$ cat config.mk
export PLATFORM = sky130hd
export DESIGN_NAME = dl_fpu_wb
export DESIGN_NICKNAME = d
export VERILOG_FILES = /design/src/rtl/dl_fpu_wb.sv
export SDC_FILE = /design/constraint.sdc
export NUM_CORES = 1
export LEC_CHECK = 0
export BUFFER_PORTS_ARGS = -buffer_cell sky130_fd_sc_hd__buf_2
export CORE_MARGIN = 5
export CORE_UTILIZATION = 56
export CTS_CLUSTER_DIAMETER = 40
export CTS_CLUSTER_SIZE = 8
export DETAILED_ROUTE_END_ITERATION = 12
export HOLD_SLACK_MARGIN = 0.05
export PLACE_DENSITY_LB_ADDON = 0.12
export SYNTH_ARGS = -nofsm -noshare
export SYNTH_HDL_FRONTEND = slang
export SYNTH_SLANG_ARGS = --single-unit
$ cat constraint.sdc
create_clock -name clk -period 3.4 [get_ports clk]
set_input_delay 0.51 -clock clk [delete_from_list [all_inputs] [get_ports clk]]
set_output_delay 0.51 -clock clk [all_outputs]
set_load 0.01 [all_outputs]
$ cat src/rtl/dl_fpu_wb.sv
// Writeback/status stage behind the DLFloat16 FPU: in-order result FIFO feeding the
// register-file write port, plus the frm/fflags/fcsr status registers.
module dl_fpu_wb #(
  parameter int DEPTH = 4
) (
  input  logic        clk,
  input  logic        rst,
  input  logic        in_valid,
  output logic        in_ready,
  input  logic [31:0] in_result,
  input  logic [4:0]  in_rd,
  input  logic        in_int_dest,
  input  logic [4:0]  in_flags,
  output logic        wb_valid,
  input  logic        wb_ready,
  output logic [31:0] wb_data,
  output logic [4:0]  wb_rd,
  output logic        wb_int,
  input  logic        csr_we,
  input  logic [1:0]  csr_addr,
  input  logic [7:0]  csr_wdata,
  output logic [7:0]  csr_rdata,
  output logic [2:0]  frm_out,
  output logic [4:0]  fflags_out
);

  localparam int AW = $clog2(DEPTH);
  localparam int CW = AW + 1;

  localparam logic [1:0] ADDR_FFLAGS = 2'b01;
  localparam logic [1:0] ADDR_FRM    = 2'b10;
  localparam logic [1:0] ADDR_FCSR   = 2'b11;

  typedef struct packed {
    logic [31:0] data;
    logic [4:0]  rd;
    logic        int_dest;
    logic [4:0]  flags;
  } entry_t;

  // Half-precision results land in FP registers NaN-boxed; integer results pass through.
  function automatic logic [31:0] wb_format(input logic [31:0] res, input logic is_int);
    wb_format = is_int ? res : {16'hFFFF, res[15:0]};
  endfunction

  entry_t          mem_q [DEPTH];
  entry_t          mem_d [DEPTH];
  logic [AW-1:0]   wr_ptr_q, wr_ptr_d;
  logic [AW-1:0]   rd_ptr_q, rd_ptr_d;
  logic [CW-1:0]   count_q, count_d;
  logic [4:0]      fflags_q, fflags_d;
  logic [2:0]      frm_q, frm_d;

  logic   full, empty, push, pop;
  entry_t head;
  logic   flags_wr;
  logic [4:0] flags_base;

  assign full     = (count_q == CW'(DEPTH));
  assign empty    = (count_q == '0);
  assign in_ready = !full && !rst;
  assign push     = in_valid && in_ready;
  assign head     = mem_q[rd_ptr_q];
  assign wb_valid = !empty;
  assign pop      = wb_valid && wb_ready;

  assign wb_data    = head.data;
  assign wb_rd      = head.rd;
  assign wb_int     = head.int_dest;
  assign frm_out    = frm_q;
  assign fflags_out = fflags_q;

  always_comb begin
    mem_d = mem_q;
    if (push) begin
      mem_d[wr_ptr_q].data     = wb_format(in_result, in_int_dest);
      mem_d[wr_ptr_q].rd       = in_rd;
      mem_d[wr_ptr_q].int_dest = in_int_dest;
      mem_d[wr_ptr_q].flags    = in_flags;
    end
  end

  always_comb begin
    wr_ptr_d = push ? wr_ptr_q + AW'(1) : wr_ptr_q;
    rd_ptr_d = pop  ? rd_ptr_q + AW'(1) : rd_ptr_q;
    count_d  = count_q;
    if (push && !pop)      count_d = count_q + CW'(1);
    else if (pop && !push) count_d = count_q - CW'(1);
  end

  // A CSR write replaces the sticky state, but the retiring op's flags still OR on top.
  always_comb begin
    flags_wr   = csr_we && (csr_addr == ADDR_FFLAGS || csr_addr == ADDR_FCSR);
    flags_base = flags_wr ? csr_wdata[4:0] : fflags_q;
    fflags_d   = flags_base | (pop ? head.flags : 5'b0);
    frm_d      = frm_q;
    if (csr_we && csr_addr == ADDR_FRM)  frm_d = csr_wdata[2:0];
    if (csr_we && csr_addr == ADDR_FCSR) frm_d = csr_wdata[7:5];
  end

  always_comb begin
    csr_rdata = 8'h00;
    case (csr_addr)
      ADDR_FFLAGS: csr_rdata = {3'b000, fflags_q};
      ADDR_FRM:    csr_rdata = {5'b00000, frm_q};
      ADDR_FCSR:   csr_rdata = {frm_q, fflags_q};
      default:     csr_rdata = 8'h00;
    endcase
  end

  always_ff @(posedge clk) begin
    if (rst) begin
      wr_ptr_q <= '0;
      rd_ptr_q <= '0;
      count_q  <= '0;
      fflags_q <= '0;
      frm_q    <= '0;
    end else begin
      wr_ptr_q <= wr_ptr_d;
      rd_ptr_q <= rd_ptr_d;
      count_q  <= count_d;
      fflags_q <= fflags_d;
      frm_q    <= frm_d;
    end
  end

  // Payload storage is not reset; entries are only observed while counted valid.
  always_ff @(posedge clk) begin
    mem_q <= mem_d;
  end

endmodule

==> summary.md <==
| Metric | Value |
|---|---|
| Status | completed |
| Clock buffer depth | 2 |
| Final setup viols | 0 |
| Ys Warns | 0 |
| CTS sink cnt | ~190 |
| Cell family with most CP delay | flip-flops |
| Worst setup SP type | register |
| Vias in the first global route | approximately 4000 |
| CTS tree | done |
| Hold_buf cts | 0 |
| Gpl congestion | 0.754 |
| Met2 WL | ~6.9 mm |
| Post-Syn Area | 0.00735 mm² |
| WP depth | 3 |
| # Post-CTS Setup Buffers | 0 |
| CTS Root Cell | clkbuf_16 |
| R2r startpoint | count_q[0]$_SDFFE_PP0P_ |
| EDFF count, synth | around 170 |
| Grt total ovfl | 0 |
| Largest net degree at the start of global routing | 29 |
| Leak | roughly 3.0 nW |
| HPWL after DPL | just under 9 mm |
| Multi-input gate area | around 0.0017 mm² |
| Critical path startpoint | rd_ptr_q[0]$_SDFFE_PP0P_ |
| RSZ-0062 raised after global routing | no |
| Initial antenna violation count | 0 |
| Critical Path Sink Type | primary output |
| Final WL | around 13 mm |
| Top cells by area, synth | edfxtp_1 (70%), mux4_2 (13%), dfxtp_1 (4.1%) |
| Worst Max-Slew Pin Slew | 678 ps |
| Layout area overhead | 17.1% |
| Crit path cell chain | buf_12 -> mux4_2 -> buf_2 |
| Worst Hold Path Cells | 1 |
| FP Rows | a little over 40 |
| Clk Latency, worst-skew pair | between 400 and 500 ps |
| H-tree Lvls | 4 |
| Number of fill cells | between 800 and 900 |
| Setup ws final | between 800 and 900 ps |
| Total vias in the final route | between 3000 and 4000 |
| Vias per inst | 5.42 |
| Setup TNS | 0 ps |
| Cell Pwr Density | about 690 mW/mm² |
| Uppermost layer routed | met4 |
| Final number of hold-violating endpoints | 0 |
| Clock Skews | 8.16 ps |
| Detailed Routing Iterations Pass 1 | 4 |
| Slew margin rel. | 0.548 |
| Buffers and inverters on the worst path | 2 |
| Fmax | about 390 MHz |
| Initial core utilization | 0.577 |
| Crit path time final | between 2000 and 3000 ps |
| Register area share after synthesis | 0.744 |
| Die Y | roughly 120 µm |
| Reg area | ~0.0055 mm² |
| Share of post-route cells with drive strength above 1 | 0.403 |
| Cell taking the most area after synthesis | edfxtp_1 |
| DRC viols | 0 |
| CTS Buf Count | 17 |
| Post-cts resize count | 0 |
| CP required | a little under 3000 ps |
| Critical-path top delay cell | dfxtp_4 |
| Number of routed nets with antenna violations | 0 |
| Nets | 548 |
| FF-to-FF path depth | 8 |
| Critical path peak fanout | 28 |
| Routed len/inst | between 15 and 20 µm |
| Core area | approximately 0.013 mm² |
| Maxcap violations | 0 |
| Count of state elements after synthesis | approximately 190 |
| Post-Synthesis Mean Instance Area | a little over 20 µm² |
| Clock Pin Slew Worst Setup and Hold Paths | 60 ps |
| Met3 WL post-DR | 689 µm |
| First-pass GRT wire length | between 20 and 25 mm |
| Slew Limit Fails | 0 |
| Final Cycle Share | 0.758 |
| Synth Flop Type | edfxtp_1 |
| Routed metal-1 wirelength | ~5.4 mm |
| Post-synthesis cell count | roughly 360 |
| DIE WIDTH | ~120 µm |
| Dpl ws | 775 ps |
| I/O Buffers | ~110 |
| Cell variety after synth | 31 |
| IO Pins | between 100 and 150 |
| Final antenna diode count | 0 |
| Worst vdd ir | approximately 0.00039 V |
| Initial detailed-routing violation count | roughly 320 |
| HP Class | input pin to register |
| Slowest stage delay, CP | 610 ps |
| Crit Path Class | register to primary output |
| Hold Startpoint | in_result[11] |
| Area share of the largest cell type after synthesis | 0.703 |
| Async SR Flop Fraction | 0 |
| Crit path DAT | between 2000 and 2500 ps |
| GRT Total Usage | 0.183 |
| Die area | between 0.015 and 0.02 mm² |
| Mapped Nets | between 400 and 500 |
final timing paths:
kind	to	slack (ps)
worst max-delay path	wb_data[22]	820
worst min-delay path	mem_q[65]$_DFFE_PP_	310
worst min register to register	frm_out[2]$_SDFFE_PP0P_	530
worst max register to register	count_q[2]$_SDFFE_PP0P_	990
synthesized netlist by cell type, types with 3 or more instances:
cell type  number
mux2i_1        10
edfxtp_1      172
and2_1         23
buf_2           6
ha_1            5
clkbuf_1        4
dfxtp_1        15
a211oi_1        3
and3_1          3
inv_1           9
o21ai_0         4
xor2_1          4
nor2_1          9
buf_12          4
nand2_1         8
nand2b_1       16
o22ai_1         5
mux4_2         43
and2_2          4
registers in the layout, summed over array words and instances (netlist names):
signal	flops
mem_q	172
fflags_out	5
count_q	3
frm_out	3
rd_ptr_q	2
wr_ptr_q	2
kinds of logic after synthesis:
logic type / Yosys count / synth area share
compound gates: 15 / 0.0129
xor+xnor: 4 / 0.00477
fa+ha+maj: 6 / 0.0112
buf+inv: 25 / 0.0242
flops: 187 / 0.744
mux: 54 / 0.148
simple gates: 68 / 0.0554
stage by stage:
step	total power [mW]	cells	hold WS (ps)	instance area [µm²]	util
floorplan	3.88	359	475	7350	-
global placement	4.27	637	497	8090	0.636
detailed placement	4.30	637	520	8090	0.636
CTS	6.03	666	291	8600	0.676
global route	6.24	666	292	8600	0.676
finish	5.95	666	313	8600	0.676
power breakdown:
| part | internal [mW] | switching (mW) |
|---|---|---|
| Combinational | 0.695 | 0.630 |
| Sequential | 2.73 | 0.155 |
| Clock | 0.984 | 0.761 |
cells in the final DEF (no fill, tap or decap), types with 2 or more instances in the layout:
cell type and n:
a211oi_1 3, and2_1 23, and2_2 4, and3_1 3
buf_12 3, buf_2 113, buf_4 6, clkbuf_1 2
clkbuf_16 17, clkinv_1 3, clkinv_2 4, dfxtp_1 13
edfxtp_1 172, ha_1 5, inv_1 9, mux2i_1 10
mux4_2 43, nand2_1 8, nand2b_1 16, nor2_1 9
o21ai_0 4, o22ai_1 5, xor2_1 4
layout make-up:
class / instances / area share
Clock buffer: 19 / 0.0503
Clock inverter: 10 / 0.00902
Inverter: 9 / 0.00393
Multi-Input combinational cell: 147 / 0.198
Sequential cell: 187 / 0.636
Tap cell: 172 / 0.0250
Timing Repair Buffer: 122 / 0.0780
layer usage:
| layer | vias up | global-route usage |
|---|---|---|
| met4 | 0 | 0.0619 |
| met2 | 92 | 0.314 |
| met1 | 1829 | 0.222 |
| met5 | - | 0 |
| li1 | 1669 | - |
| met3 | 18 | 0.0540 |
Power figures use the tool's default switching activity.
